**config.mk**
```make
export PLATFORM = sky130hd
export DESIGN_NAME = scoreboard_regfile_flat
export DESIGN_NICKNAME = d
export VERILOG_FILES = /design/src/rtl/scoreboard_regfile_if.sv /design/src/rtl/scoreboard_regfile.sv /design/src/flat_wrapper.sv
export SDC_FILE = /design/constraint.sdc
export NUM_CORES = 2
export LEC_CHECK = 0
export BUFFER_PORTS_ARGS = -buffer_cell sky130_fd_sc_hd__buf_2
export CAP_MARGIN = 20
export CORE_MARGIN = 2
export CORE_UTILIZATION = 40
export DETAILED_ROUTE_END_ITERATION = 8
export HOLD_SLACK_MARGIN = 0.06
export MAX_ROUTING_LAYER = met4
export PLACE_DENSITY = 0.52
export SLEW_MARGIN = 20
export SYNTH_ARGS = -nofsm -noshare
export SYNTH_HDL_FRONTEND = slang
export SYNTH_SLANG_ARGS = --single-unit
```
**constraint.sdc**
```tcl
create_clock -name clk -period 4.1 [get_ports clk]
set_clock_uncertainty 0.2 [all_clocks]
set_input_delay 0.615 -clock clk [delete_from_list [all_inputs] [get_ports clk]]
set_output_delay 0.615 -clock clk [all_outputs]
set_load 0.01 [all_outputs]
```
**src/rtl/scoreboard_regfile_if.sv**
```systemverilog
// Register-file bus bundle: read ports, writeback, reservations and the pending count.
// The master side is the issue/writeback logic and the slave side is the register file.
interface scoreboard_regfile_if #(
    parameter int DEPTH      = 32,
    parameter int BITS       = 64,
    parameter int READ_PORTS = 2
);
    localparam int AW = $clog2(DEPTH);

    logic [READ_PORTS*AW-1:0]   readAddr;
    logic [READ_PORTS*BITS-1:0] readData;
    logic [READ_PORTS-1:0]      readBusy;
    logic                       writeEn;
    logic [AW-1:0]              writeAddr;
    logic [BITS-1:0]            writeData;
    logic                       reserveEn;
    logic [AW-1:0]              reserveAddr;
    logic                       reserveReady;
    logic                       flush;
    logic [AW:0]                pendingCount;

    modport master (
        output readAddr, writeEn, writeAddr, writeData, reserveEn, reserveAddr, flush,
        input  readData, readBusy, reserveReady, pendingCount
    );

    modport slave (
        input  readAddr, writeEn, writeAddr, writeData, reserveEn, reserveAddr, flush,
        output readData, readBusy, reserveReady, pendingCount
    );
endinterface

```
**src/rtl/scoreboard_regfile.sv**
```systemverilog
// Integer register file with N read ports, optional zero register and write bypass,
// plus a per-register pending scoreboard and a running count of pending registers.
module scoreboard_regfile #(
    parameter int DEPTH      = 32,
    parameter int BITS       = 64,
    parameter int READ_PORTS = 2,
    parameter int ZERO_REG   = 1,
    parameter int BYPASS     = 1
) (
    input logic                clk,
    input logic                rst_n,
    scoreboard_regfile_if.slave bus
);
    localparam int AW = $clog2(DEPTH);

    logic [BITS-1:0]  regs [DEPTH];
    logic [DEPTH-1:0] pending;
    logic [AW:0]      count;

    logic write_hit;
    logic write_clears;
    logic reserve_ready;
    logic reserve_set;

    // Gating with rst_n keeps the bypass from leaking writeData while reset is held.
    assign write_hit     = rst_n && bus.writeEn && !(ZERO_REG != 0 && bus.writeAddr == '0);
    assign write_clears  = write_hit && pending[bus.writeAddr];
    assign reserve_ready = bus.reserveEn && !pending[bus.reserveAddr] && !bus.flush;
    assign reserve_set   = reserve_ready && !(ZERO_REG != 0 && bus.reserveAddr == '0);

    assign bus.reserveReady = reserve_ready;
    assign bus.pendingCount = count;

    for (genvar p = 0; p < READ_PORTS; p++) begin : g_read
        logic [AW-1:0] addr;
        logic          hit;

        assign addr = bus.readAddr[p*AW +: AW];
        assign hit  = (BYPASS != 0) && write_hit && (bus.writeAddr == addr);
        assign bus.readData[p*BITS +: BITS] = hit ? bus.writeData : regs[addr];
        assign bus.readBusy[p]              = !hit && pending[addr];
    end

    always_ff @(posedge clk or negedge rst_n) begin
        if (!rst_n) begin
            for (int i = 0; i < DEPTH; i++) begin
                regs[i] <= '0;
            end
        end else if (write_hit) begin
            regs[bus.writeAddr] <= bus.writeData;
        end
    end

    // The reserve is applied after the write clear so a new owner keeps the bit set.
    always_ff @(posedge clk or negedge rst_n) begin
        if (!rst_n) begin
            pending <= '0;
        end else if (bus.flush) begin
            pending <= '0;
        end else begin
            if (write_hit) begin
                pending[bus.writeAddr] <= 1'b0;
            end
            if (reserve_set) begin
                pending[bus.reserveAddr] <= 1'b1;
            end
        end
    end

    always_ff @(posedge clk or negedge rst_n) begin
        if (!rst_n) begin
            count <= '0;
        end else if (bus.flush) begin
            count <= '0;
        end else if (reserve_set && !write_clears) begin
            count <= count + (AW+1)'(1);
        end else if (!reserve_set && write_clears) begin
            count <= count - (AW+1)'(1);
        end
    end
endmodule

```
**src/flat_wrapper.sv**
```systemverilog
// flat-port wrapper written by rule: the top's interface ports become plain ports
module scoreboard_regfile_flat 
#(
    parameter int DEPTH      = 32,
    parameter int BITS       = 64,
    parameter int READ_PORTS = 2,
    parameter int ZERO_REG   = 1,
    parameter int BYPASS     = 1
)
  (clk, rst_n, bus_readAddr, bus_writeEn, bus_writeAddr, bus_writeData, bus_reserveEn, bus_reserveAddr, bus_flush, bus_readData, bus_readBusy, bus_reserveReady, bus_pendingCount);
  scoreboard_regfile_if #(.DEPTH(DEPTH), .BITS(BITS), .READ_PORTS(READ_PORTS)) bus_i ();
  input logic clk;
  input logic rst_n;
  input wire logic [$bits(bus_i.readAddr)-1:0] bus_readAddr;
  input wire logic [$bits(bus_i.writeEn)-1:0] bus_writeEn;
  input wire logic [$bits(bus_i.writeAddr)-1:0] bus_writeAddr;
  input wire logic [$bits(bus_i.writeData)-1:0] bus_writeData;
  input wire logic [$bits(bus_i.reserveEn)-1:0] bus_reserveEn;
  input wire logic [$bits(bus_i.reserveAddr)-1:0] bus_reserveAddr;
  input wire logic [$bits(bus_i.flush)-1:0] bus_flush;
  output wire logic [$bits(bus_i.readData)-1:0] bus_readData;
  output wire logic [$bits(bus_i.readBusy)-1:0] bus_readBusy;
  output wire logic [$bits(bus_i.reserveReady)-1:0] bus_reserveReady;
  output wire logic [$bits(bus_i.pendingCount)-1:0] bus_pendingCount;
  assign bus_i.readAddr = bus_readAddr;
  assign bus_i.writeEn = bus_writeEn;
  assign bus_i.writeAddr = bus_writeAddr;
  assign bus_i.writeData = bus_writeData;
  assign bus_i.reserveEn = bus_reserveEn;
  assign bus_i.reserveAddr = bus_reserveAddr;
  assign bus_i.flush = bus_flush;
  assign bus_readData = bus_i.readData;
  assign bus_readBusy = bus_i.readBusy;
  assign bus_reserveReady = bus_i.reserveReady;
  assign bus_pendingCount = bus_i.pendingCount;
  scoreboard_regfile #(.DEPTH(DEPTH), .BITS(BITS), .READ_PORTS(READ_PORTS), .ZERO_REG(ZERO_REG), .BYPASS(BYPASS)) u_core (.clk(clk), .rst_n(rst_n), .bus(bus_i));
endmodule
```
==> results.md <==
- Worst-Margin Slew: 1.15 ns
- Post-CTS Setup Bufs: 0
- Hold Path Class: input port to flop
- Proportion of layout cells with a drive suffix above 1: 0.604
- Top cells by area, synth: dfrtp_1, mux4_2, mux2_2
- Fin crit share: 0.976
- Number of fill cells: 24.0k
- CTS tree: yes
- RD Place Congestion: 0.845
- Pleak: roughly 56 nW
- Power Dens Cells: 449 nW/um2
- Unrepaired setup endpoints after global routing: no
- Mapped Cells: 6910
- WHS: roughly 0.14 ns
- Number of global-route vias before repair: 70.6k
- IO Count: 226
- Max Freq: 250 MHz
- Post-Place Worst Slack: 0.0144 ns
- Initial antenna violation count: 26
- Dominant cell type by area after synthesis: dfrtp_1
- Worst VDD drop: about 0.34 mV
- Worst Hold End: u_core.regs[1078]$_DFFE_PN0P_
- GRT Util Overall: 0.258
- CTS Sinks: 2086
- Area added between synthesis and finish: 14.3%
- Warnings, synthesis: 0
- Global-route wire length before repair: 523000 um
- Average via count per standard cell: around 6
- Initial standard-cell utilization of the core: 0.403
- Dpl hpwl: 208000 um
- Input/output buffers: 225
- Num rows: 193
- GRT overflow: 0
- Worst-path clk slew: about 0.060 ns
- Core Region: 277000 um2
- DR vias: ~67k
- Worst slew margin: 0.235
- Final setup fails: 0
- Drt wl/cell: 32.7 um
- Outcome: finished clean
- Syn Area/Cell: 16.1 um2
- Final count of hold timing violations: 0
- Root Driver: clkbuf_16
- WP data required: 3.28 ns
- Crit path cell chain: mux4_2 -> nor2b_1 -> a211oi_1 -> a211oi_1 -> a21oi_2 -> nor2_1 -> buf_2
- Total CTS buffers: about 240
- Synth unique cells: 46
- Final nets: 7031
- Final WL: around 360000 um
- # DRC: 0
- Worst reg2reg path endpoint: u_core.bus.pendingCount[5]$_DFFE_PN0P_
- Post-synthesis sequential area ratio: 0.468
- Die W: 532 um
- Die area: 283000 um2
- Final Max Tran Viols: 0
- Worst r2r path cells: 12
- R2R setup slack: 0.41 ns
- Crit. End Element: primary output
- Routed Antenna Nets: 0
- Hold Path Origin: bus_writeData[54]
- Critical path type: flop to primary output
- Synth Cell Area: 112000 um2
- Hold path cells: 2
- Crit path DAT: 3.19 ns
- Startpoint type of the worst setup path: flop
- Die height: between 500 and 600 um
- DRT Pass-1 Iters: 8
- Worst path max stage delay: 0.59 ns
- Reg2reg start: u_core.pending[21]$_DFF_PN0_
- Tmin final: 4.00 ns
- Max stage delay cell, worst path: nor2_1
- Skew-Pair Late Insertion Delay: 0.93 ns
- Cell with the most instances on the worst path: a211oi_1
- Max Cap Violations: 0
- Number of DRC markers in iteration 0: 4813
- Largest net degree at the start of global routing: 157
- Final WS setup: 0.0998 ns
- Worst setup startpoint: u_core.pending[3]$_DFF_PN0_
- Yosys reg bits: 2086
- Syn nets: 7004
- Yosys top cell area share: 0.468
- CTS Buffer Depth: 4
- H-Tree Depth: 4
- Power, Total: 0.0572 W
- CP max FO: 5
[synth_stat cells (all sizes together)]
cell / instances
nor2b: 48
o2111ai: 1
a2bb2oi: 1
xor2: 8
or2: 1
clkinv: 1
fa: 1
a32oi: 2
buf: 335
o21ai: 11
mux4: 1293
nand2b: 3
o32a: 1
nand2: 19
clkbuf: 498
inv: 11
and3: 10
a21oi: 169
nor3b: 6
o41ai: 3
dfrtp: 2086
nand4: 5
xnor2: 5
mux2i: 146
nor4: 2
or3: 2
and3b: 1
and2: 5
nand3: 4
a21o: 2
a211oi: 27
o21bai: 1
ha: 4
nor2: 188
nor3: 7
nand3b: 2
a22oi: 10
mux2: 1990
o21a: 1
[per-layer routing]
layer  track usage  wire length [um]  vias to the layer above  part of all wire
li1              -                 -                    27000                 -
met3        0.0336             15300                      525             0.043
met2         0.415            175000                     1731              0.49
met1         0.346            154000                    37400              0.43
met5             -                 0                        -                 0
met4        0.0708             10700                        0             0.030
[kinds of logic (layout without fill, tap and decap cells)]
logic type	count (synthesis)	in the layout	share of synthesized area
flops	2086	2086	0.468
other cells	0	17	0
xor+xnor	13	13	0.00102
mux	3429	3429	0.475
buf+inv	845	1066	0.0314
simple gates	303	303	0.0126
compound gates	229	229	0.0115
fa+ha+maj	5	5	0.000628
[worst max path at each step]
stage	end	slack, ns	depth (start not counted)
after floorplan	u_core.bus.pendingCount[5]$_DFFE_PN0P_	0.20	13
after global placement	u_core.bus.pendingCount[5]$_DFFE_PN0P_	-0.11	13
after detailed placement	u_core.bus.pendingCount[5]$_DFFE_PN0P_	0.01	13
after CTS	bus_readData[88]	0.09	11
after global routing	bus_readData[2]	0.02	9
final	bus_readBusy[1]	0.1	7
[stage by stage]
| stage | utilization | area [um2] | cells | TNS, ns |
|---|---|---|---|---|
| 4_1_cts | 0.460 | 128000 | 10800 | 0 |
| 3_5_place_dp | 0.430 | 119000 | 10400 | 0 |
| 2_1_floorplan | - | 112000 | 6910 | 0 |
| 5_1_grt | 0.460 | 128000 | 10900 | 0 |
| 3_3_place_gp | 0.430 | 119000 | 10400 | -0.122 |
| 6_report | 0.461 | 128000 | 10900 | 0 |
[cells in the final DEF, fill, tap and decap left out, types with 7 or more instances in the layout]
master	instances
mux2i_1	146
dfrtp_1	2086
clkbuf_1	51
buf_4	210
nand2_1	13
a21oi_1	168
clkinv_2	45
nor3_1	7
inv_1	11
mux4_2	1293
a211oi_1	27
clkbuf_16	241
xor2_1	8
nor2_1	165
buf_2	214
clkbuf_8	57
nor2b_1	48
bufinv_16	23
nor2_4	23
and3_1	9
diode_2	17
o21ai_0	11
dlygate4sd3_1	13
buf_12	172
mux2_2	1988
a22oi_1	10
buf_8	9
[power breakdown]
group	internal (W)	switching, W	total, W
sequential	0.0232	0.00185	0.0250
clock	0.0132	0.00920	0.0225
combinational	0.00580	0.00396	0.00976
[what timing repair did]
item | CTS | global route
gates resized for setup | 1 | 0
hold buffers | 13 | 0
setup endpoints to repair | 1 | 0
hold endpoints to repair | 147 | 0
[flip-flops by register name (all words and copies together), names as in the netlist]
signal / flops
u_core.pending: 32
u_core.bus.pendingCount: 6
u_core.regs: 2048
[final cells by class]
cell class	count	area (um2)	area share
Antenna cell	17	42.5	0.000334
Clock buffer	348	6990	0.0548
Clock inverter	87	1170	0.00918
Inverter	12	46.3	0.000363
Multi-Input combinational cell	3979	56100	0.440
Sequential cell	2086	52200	0.409
Tap cell	3705	4640	0.0363
Timing Repair Buffer	619	6370	0.0499
[critical path, delay by kind of cell, from the launching register on]
| kind | cells | cell delay (ns) |
|---|---|---|
| AO/OA/AOI/OAI | 3 | 0.54 |
| buffers and inverters | 1 | 0.26 |
| flip-flops | 1 | 0.47 |
| multiplexers | 1 | 0.26 |
| AND/OR/NAND/NOR | 2 | 0.71 |
Note: power is estimated with default switching activity, not from simulation.
